--- config.mk ---
export PLATFORM = sky130hd
export DESIGN_NAME = result_writeback_ctrl
export DESIGN_NICKNAME = d
export VERILOG_FILES = /design/src/rtl/result_writeback_ctrl.sv
export SDC_FILE = /design/constraint.sdc
export NUM_CORES = 2
export LEC_CHECK = 0
export CELL_PAD_IN_SITES_DETAIL_PLACEMENT = 1
export CELL_PAD_IN_SITES_GLOBAL_PLACEMENT = 1
export CORE_ASPECT_RATIO = 0.75
export CORE_MARGIN = 4
export CORE_UTILIZATION = 48
export CTS_CLUSTER_SIZE = 16
export DETAILED_ROUTE_END_ITERATION = 12
export PLACE_DENSITY = 0.9
export SLEW_MARGIN = 10
export SYNTH_ARGS = -nofsm -noshare
export SYNTH_HDL_FRONTEND = slang
export SYNTH_SLANG_ARGS = --single-unit
--- constraint.sdc ---
create_clock -name clk -period 21.2 [get_ports clk]
set_clock_uncertainty 0.2 [all_clocks]
set_input_delay 5.3 -clock clk [delete_from_list [all_inputs] [get_ports clk]]
set_output_delay 5.3 -clock clk [all_outputs]
set_load 0.02 [all_outputs]
--- src/rtl/result_writeback_ctrl.sv ---
// rtl/result_writeback_ctrl.sv - result row drain FIFO and tile writer into the result SRAM
//
// Purpose:
//   Accepts deskewed result rows over a valid/ready handshake, buffers them in a
//   small FIFO and writes one tile (MATRIX_SIZE rows) into the result SRAM at
//   consecutive addresses from a latched base address. A host read request
//   takes the SRAM port for that cycle, so no write is issued.
//
// Configuration macro:
//   RESULT_RELU_EN - when defined, each lane of the popped row is clamped to 0
//                    if negative before it is registered into sram_data.
//
// Ports:
//   clk          clock, all state on rising edge
//   rst          asynchronous active-high reset
//   start        pulse, arms one tile write (sampled in IDLE only)
//   base_addr    first SRAM row address, latched on accepted start
//   in_valid     in_data holds a valid row
//   in_ready     block can accept a row this cycle
//   in_data      result row, lane0 in the LSBs
//   host_rd_req  host owns the SRAM port this cycle
//   sram_we      result SRAM write enable (registered)
//   sram_addr    result SRAM address (registered)
//   sram_data    result SRAM write data (registered)
//   busy         high while a tile is active
//   tile_done    one-cycle pulse after the last row of a tile is written
module result_writeback_ctrl #(
   parameter int ADDRESSSIZE    = 10,
   parameter int MATRIX_SIZE    = 16,
   parameter int PARTIAL_SUM_BW = 24,
   parameter int FIFO_DEPTH     = 4
) (
   input  logic                                    clk,
   input  logic                                    rst,
   input  logic                                    start,
   input  logic [ADDRESSSIZE-1:0]                  base_addr,
   input  logic                                    in_valid,
   output logic                                    in_ready,
   input  logic [MATRIX_SIZE*PARTIAL_SUM_BW-1:0]   in_data,
   input  logic                                    host_rd_req,
   output logic                                    sram_we,
   output logic [ADDRESSSIZE-1:0]                  sram_addr,
   output logic [MATRIX_SIZE*PARTIAL_SUM_BW-1:0]   sram_data,
   output logic                                    busy,
   output logic                                    tile_done
);

   localparam int RW = MATRIX_SIZE * PARTIAL_SUM_BW;
   localparam int PW = $clog2(FIFO_DEPTH);
   localparam int CW = $clog2(MATRIX_SIZE + 1);

   typedef enum logic [1:0] {
      S_IDLE,
      S_ACTIVE,
      S_DONE
   } state_t;

   state_t                 r_state;
   logic [ADDRESSSIZE-1:0] r_base;
   logic [CW-1:0]          r_acc_cnt;
   logic [CW-1:0]          r_wr_cnt;
   logic [RW-1:0]          r_fifo [FIFO_DEPTH];
   logic [PW-1:0]          r_wptr;
   logic [PW-1:0]          r_rptr;
   logic [PW:0]            r_count;

   logic                   w_full;
   logic                   w_empty;
   logic                   w_push;
   logic                   w_pop;
   logic [RW-1:0]          w_head;
   logic [RW-1:0]          w_wdata;

   assign w_full  = (r_count == (PW+1)'(FIFO_DEPTH));
   assign w_empty = (r_count == '0);

   // in_ready depends only on registered state, never on host_rd_req: a pop
   // frees its slot for the following cycle through r_count.
   assign in_ready = (r_state == S_ACTIVE) && !w_full && (r_acc_cnt < CW'(MATRIX_SIZE));
   assign w_push   = in_valid && in_ready;
   assign w_pop    = (r_state == S_ACTIVE) && !w_empty && !host_rd_req;

   assign w_head = r_fifo[r_rptr];

   always_comb begin
      w_wdata = w_head;
`ifdef RESULT_RELU_EN
      for (int i = 0; i < MATRIX_SIZE; i++) begin
         if (w_head[i*PARTIAL_SUM_BW + PARTIAL_SUM_BW - 1]) begin
            w_wdata[i*PARTIAL_SUM_BW +: PARTIAL_SUM_BW] = '0;
         end
      end
`endif
   end

   // Row storage carries no reset; occupancy is tracked by the pointers/count.
   always_ff @(posedge clk) begin
      if (w_push) begin
         r_fifo[r_wptr] <= in_data;
      end
   end

   always_ff @(posedge clk or posedge rst) begin
      if (rst) begin
         r_state   <= S_IDLE;
         r_base    <= '0;
         r_acc_cnt <= '0;
         r_wr_cnt  <= '0;
         r_wptr    <= '0;
         r_rptr    <= '0;
         r_count   <= '0;
         sram_we   <= 1'b0;
         sram_addr <= '0;
         sram_data <= '0;
         busy      <= 1'b0;
         tile_done <= 1'b0;
      end else begin
         sram_we   <= 1'b0;
         tile_done <= 1'b0;

         if (w_push) begin
            r_wptr    <= r_wptr + PW'(1);
            r_acc_cnt <= r_acc_cnt + CW'(1);
         end

         if (w_pop) begin
            r_rptr    <= r_rptr + PW'(1);
            r_wr_cnt  <= r_wr_cnt + CW'(1);
            sram_we   <= 1'b1;
            // Address wraps naturally at 2^ADDRESSSIZE.
            sram_addr <= r_base + ADDRESSSIZE'(r_wr_cnt);
            sram_data <= w_wdata;
         end

         if (w_push && !w_pop) begin
            r_count <= r_count + (PW+1)'(1);
         end else if (!w_push && w_pop) begin
            r_count <= r_count - (PW+1)'(1);
         end

         case (r_state)
            S_IDLE: begin
               if (start) begin
                  r_state   <= S_ACTIVE;
                  busy      <= 1'b1;
                  r_base    <= base_addr;
                  r_acc_cnt <= '0;
                  r_wr_cnt  <= '0;
               end
            end
            S_ACTIVE: begin
               // wr_cnt reaches MATRIX_SIZE on the edge that issues the last
               // write, so tile_done follows that write by one cycle.
               if (r_wr_cnt == CW'(MATRIX_SIZE)) begin
                  r_state   <= S_DONE;
                  busy      <= 1'b0;
                  tile_done <= 1'b1;
               end
            end
            S_DONE: begin
               r_state <= S_IDLE;
            end
            default: begin
               r_state <= S_IDLE;
               busy    <= 1'b0;
            end
         endcase
      end
   end

endmodule
# Word-level counts from Yosys, hierarchy flattened
# Memories as Yosys holds them, arrays and structs flattened. A register that Yosys moved wholly into a read port is not among the register bits.
# Index checks and enable logic that the tools add are counted.
dict set report classes {
  n_shift 0
  eq_ne 6
  add_sub_neg 7
  bitwise_logic 1
  multipliers 0
  mux 19
  n_div 0
  n_reduce_logical 18
  magnitude_cmp 1
}
# cell n
set ops {}
lappend ops {{$mux 5} 6}
lappend ops {{$add 10x5->10} 1}
lappend ops {{$add 5x1->5 const B} 2}
lappend ops {{$logic_and 1x1->1} 7}
lappend ops {{$mux 1} 7}
lappend ops {{$mux 3} 2}
lappend ops {{$eq 5x5->1 const B} 1}
lappend ops {{$logic_not 1->1} 5}
lappend ops {{$lt 5x5->1 const B} 1}
lappend ops {{$add 2x1->2 const B} 2}
lappend ops {{$mux 2} 2}
lappend ops {{$pmux 2 s2} 1}
lappend ops {{$reduce_and 2->1} 2}
lappend ops {{$add 3x1->3 const B} 1}
lappend ops {{$eq 3x3->1 const B} 1}
lappend ops {{$logic_not 3->1} 1}
lappend ops {{$pmux 1 s3} 1}
lappend ops {{$reduce_and 3->1} 1}
lappend ops {{$sub 3x1->3 const B} 1}
lappend ops {{$eq 2x1->1 const B} 1}
lappend ops {{$eq 2x2->1 const B} 1}
lappend ops {{$logic_not 2->1} 1}
lappend ops {{$ne 2x1->1 const B} 1}
lappend ops {{$ne 2x2->1 const B} 1}
lappend ops {{other kinds (2)} 2}
dict set report word_totals {
  mem_count 1
  latch_bits 0
  register_bits 42
  romBits 0
  output_inout_bits 398
  input_bits 399
  word_cells 64
  ramBits 1536
}
# name depth word_bits rd rd_clocked_by_memory_dff wr line_no
set memory_table {}
lappend memory_table {r_fifo 4 384 1 1 1 62} ;# logic [RW-1:0] r_fifo [FIFO_DEPTH];

# Longest topological paths before layout
dict set report logic_depth {
  depth_word 9
  depth_mapped 12
  mapped_depth_nobuf 9
}

# Worst setup path after synthesis
# OpenSTA, ideal clock, no wires.
dict set report synth_timing {
  path_kind {input to register}
  start {input in_valid}
  end {memory r_fifo[0][0] (netlist name) (enable)}
  t_arrival_ps 14607
  setup_slack_ps 5595
  setup_ps 798
  required_ps 20202
  cell_stages 3
  n_path_buf 1
  path_cell_list {nor4b_2 buf_2 and2_1}
}
dict set report synth_between {
  elab_chain_cells 3
}
# element line_no
set synth_lines {}
lappend synth_lines {{start, declared} 37} ;# input logic in_valid,
lappend synth_lines {{$logic_and 1x1->1} 80} ;# assign w_push = in_valid && in_ready;
lappend synth_lines {{named net w_push} 69} ;# logic w_push;
lappend synth_lines {{$mux 1} 98} ;# if (w_push) begin
lappend synth_lines {{$mux 1 (implied by the code)} 99} ;# r_fifo[r_wptr] <= in_data;
lappend synth_lines {{end, declared} 62}
# The timed path passes the listed nets, and every way through them passes these cells.

# Worst setup path in the final report
dict set report layout_timing {
  start {input in_valid}
  end {memory r_fifo[2][127] (netlist name) (enable)}
}
dict set report layout_between {
  elab_chain_cells 3
}
# element line_no
set layout_lines {}
lappend layout_lines {{$logic_and 1x1->1} 80}
lappend layout_lines {{$mux 1} 98}
lappend layout_lines {{$mux 1 (implied by the code)} 99}
# Every way passes these cells.

==> results.tsv <==
metric	value	unit
cts.sinks	1962	
min_period	9500	ps
synthTopCellsByArea	edfxtp_1, dfrtp_1, mux4_2, nand2_1, buf_2	
fp.dieH	343	um
final_cell_mix	edfxtp_1, nand2_1, clkdlybuf4s50_1	
holdPathStages	2	
hold_start	sram_data[17]$_DFFE_PP0N_	
cp-end-kind	flop	
power.density	154	nW/um^2
path_max_fanout	71	
post-cts-setup-buffers	0	
die_x	455	um
final_common_cell	edfxtp_1	
initial_core_util	48.5	%
drv_slew	0	
grt_max_degree	180	
start_kind	input port	
numCtsBuffers	183	
cts_tree	built	
die_area	156000	um^2
postSynthAreaPerCell	18.8	um^2
core_area	148000	um^2
syn_inst	3833	
cts.htree.levels	4	
worst-path-buf-inv	5	
drtAntennaViolNets	0	
fin_cells	6886	
avgRoutedWirePerCell	30.0	um
area_delta_synth_final	22.1	%
crit_path_frequent_cell	buf_4	
post_cts_resized	0	
synthesis.nets	4247	
row_count	122	
track_usage	26.3	%
clkTransAtPathRegs	60	ps
vias	38976	
grt_antenna_before_repair	78	
peakVddDrop	121	uV
grt_pass1_vias	43490	
cts_root_buffer	clkbuf_16	
synth-seq-cells	1962	
cap_violations	0	
layout-drive-gt1-share	14.9	%
synth.top_cell.area_share	64.1	%
rsz0062_at_grt	false	
routed_via_density	5.66	
synthArstFlopShare	21.7	%
firstDrtPassIters	8	
totalWireLength	207	mm
critical_path_required	21420	ps
path_class	input port to flop	
r2r-end	r_fifo[2][127]$_DFFE_PP_	
critical_path_arrival	9720	ps
placed_cell_area	81800	um^2
cp_top_family	buffers and inverters	
synth_cell_type_count	48	
drtIter0Drc	3684	
leakagePower	31.7	nW
worstRegToRegCells	7	
crit_chain	clkdlybuf4s50_1, nor4b_2, buf_4, and2_4, buf_4, buf_4, buf_4	
ios	797	
syn-cell-area	71900	um^2
grt_pass1_wl	299	mm
design_area	87800	um^2
drc	0	
run_status	complete, no violations	
min_path_type	flop to flop	
synth_ff_type	edfxtp_1	
max_stage_delay	970	ps
synth_edf_count	1536	
p_total	13.5	mW
hold_viol	0	
whs_endpoint	sram_data[17]$_DFFE_PP0N_	
cts_hold_buf	0	
synth_area_leader_cell	edfxtp_1	
tightest_slew	1320	ps
dp_cells	6474	
clk_path_buf_depth	3	
relSlewSlack	11.9	%
yosysSeqAreaShare	79.0	%
insertion_delay	820	ps
rr_startpoint	r_count[2]$_DFFE_PP0P_	
ff2ff_setup_slack	15970	ps
place_congestion	0.787	
io_buffers	796	
ys_warn_count	0	
final.setup.tns	0	ps
finalSetupViolCount	0	
max_freq	105	MHz
finalCritPeriodShare	44.8	%
cpMaxStageDelayCell	buf_4	
dp_hpwl	123	mm
whs	273	ps
grt_overflow	0	
final_nets	5089	
stage by stage:
stage          utilization [%]  worst slack (ps)
2_1_floorplan                -              3840
3_3_place_gp              55.2             11040
3_5_place_dp              55.2             10920
4_1_cts                   59.2             11800
5_1_grt                   59.2             11550
6_report                  59.3             11700
report_power, final:
| part | internal (mW) | switching, mW | total, mW |
|---|---|---|---|
| Combinational | 1.81 | 2.58 | 4.39 |
| Clock | 1.79 | 1.48 | 3.26 |
| Sequential | 5.29 | 0.586 | 5.88 |
| Total | 8.89 | 4.64 | 13.5 |
worst max-delay path by stage:
stage	startpoint	to	cells past startpoint
global placement	in_valid	r_fifo[2][112]$_DFFE_PP_	7
floorplan	rst	busy$_DFFE_PP0P_	1
finish	in_valid	r_fifo[2][127]$_DFFE_PP_	7
detailed placement	in_valid	r_fifo[2][112]$_DFFE_PP_	7
global route	in_valid	r_fifo[2][127]$_DFFE_PP_	7
CTS	in_valid	r_fifo[2][119]$_DFFE_PP_	7
worst register-to-register path, cell delays in order, from the launching register on:
cell	delay, ps
dfrtp_1	430
nor3b_1	220
nor4b_2	360
buf_4	280
and2_4	690
buf_4	980
buf_4	920
buf_4	740
routing by layer:
metal | up-vias | track usage [%] | routed length [um]
met2 | 1748 | 45.7 | 109000
met1 | 20632 | 31.6 | 73200
met3 | 425 | 5.71 | 14300
li1 | 16133 | - | -
met5 | - | 0 | 248
met4 | 38 | 12.3 | 9650
area by class of cell:
class                   instances  area (um^2)
multi-input cells            1678        14000
flip-flops and latches       1962        56800
clock buffers                 265         5140
inverters                      12         60.1
well taps                    1984         2480
repair buffers                838         8410
clock inverters                83          746
fillers                     12897        60400
diodes                         64          160
sequential cells by signal (all words and copies together) (netlist names):
name / cells
r_wptr: 2
sram_data: 384
r_state: 2
r_base: 10
r_rptr: 2
busy: 1
r_count: 3
r_wr_cnt: 5
r_fifo: 1536
tile_done: 1
sram_we: 1
r_acc_cnt: 5
sram_addr: 10
cell usage after synthesis (2+ instances only):
master     number
a211o_1         2
a21o_1          3
a21oi_1         9
a31oi_1         2
and2_1          4
and3_1          3
buf_2          69
buf_4          31
buf_6          22
clkbuf_1       59
dfrtp_1       426
edfxtp_1     1536
fa_1            2
ha_1           13
inv_1          11
mux2_2         11
mux4_2        384
nand2_1      1172
nand3_1         4
nand4_1         3
nand4b_1        2
nor2_1         16
nor2b_1         3
nor3b_1         2
nor4b_1         2
o2111ai_1       2
o21ai_0         6
xnor2_1        12
xor2_1          3
cells by family after synthesis:
logic type	after synthesis	share of synthesized area [%]
flip-flops	1962	79.0
AO/OA/AOI/OAI	32	0.298
adder cells (fa/ha/maj)	15	0.282
AND/OR/NAND/NOR	1220	6.54
XOR/XNOR	15	0.183
buffers and inverters	193	1.52
multiplexers	396	12.2
Power figures use the tool's default switching activity.
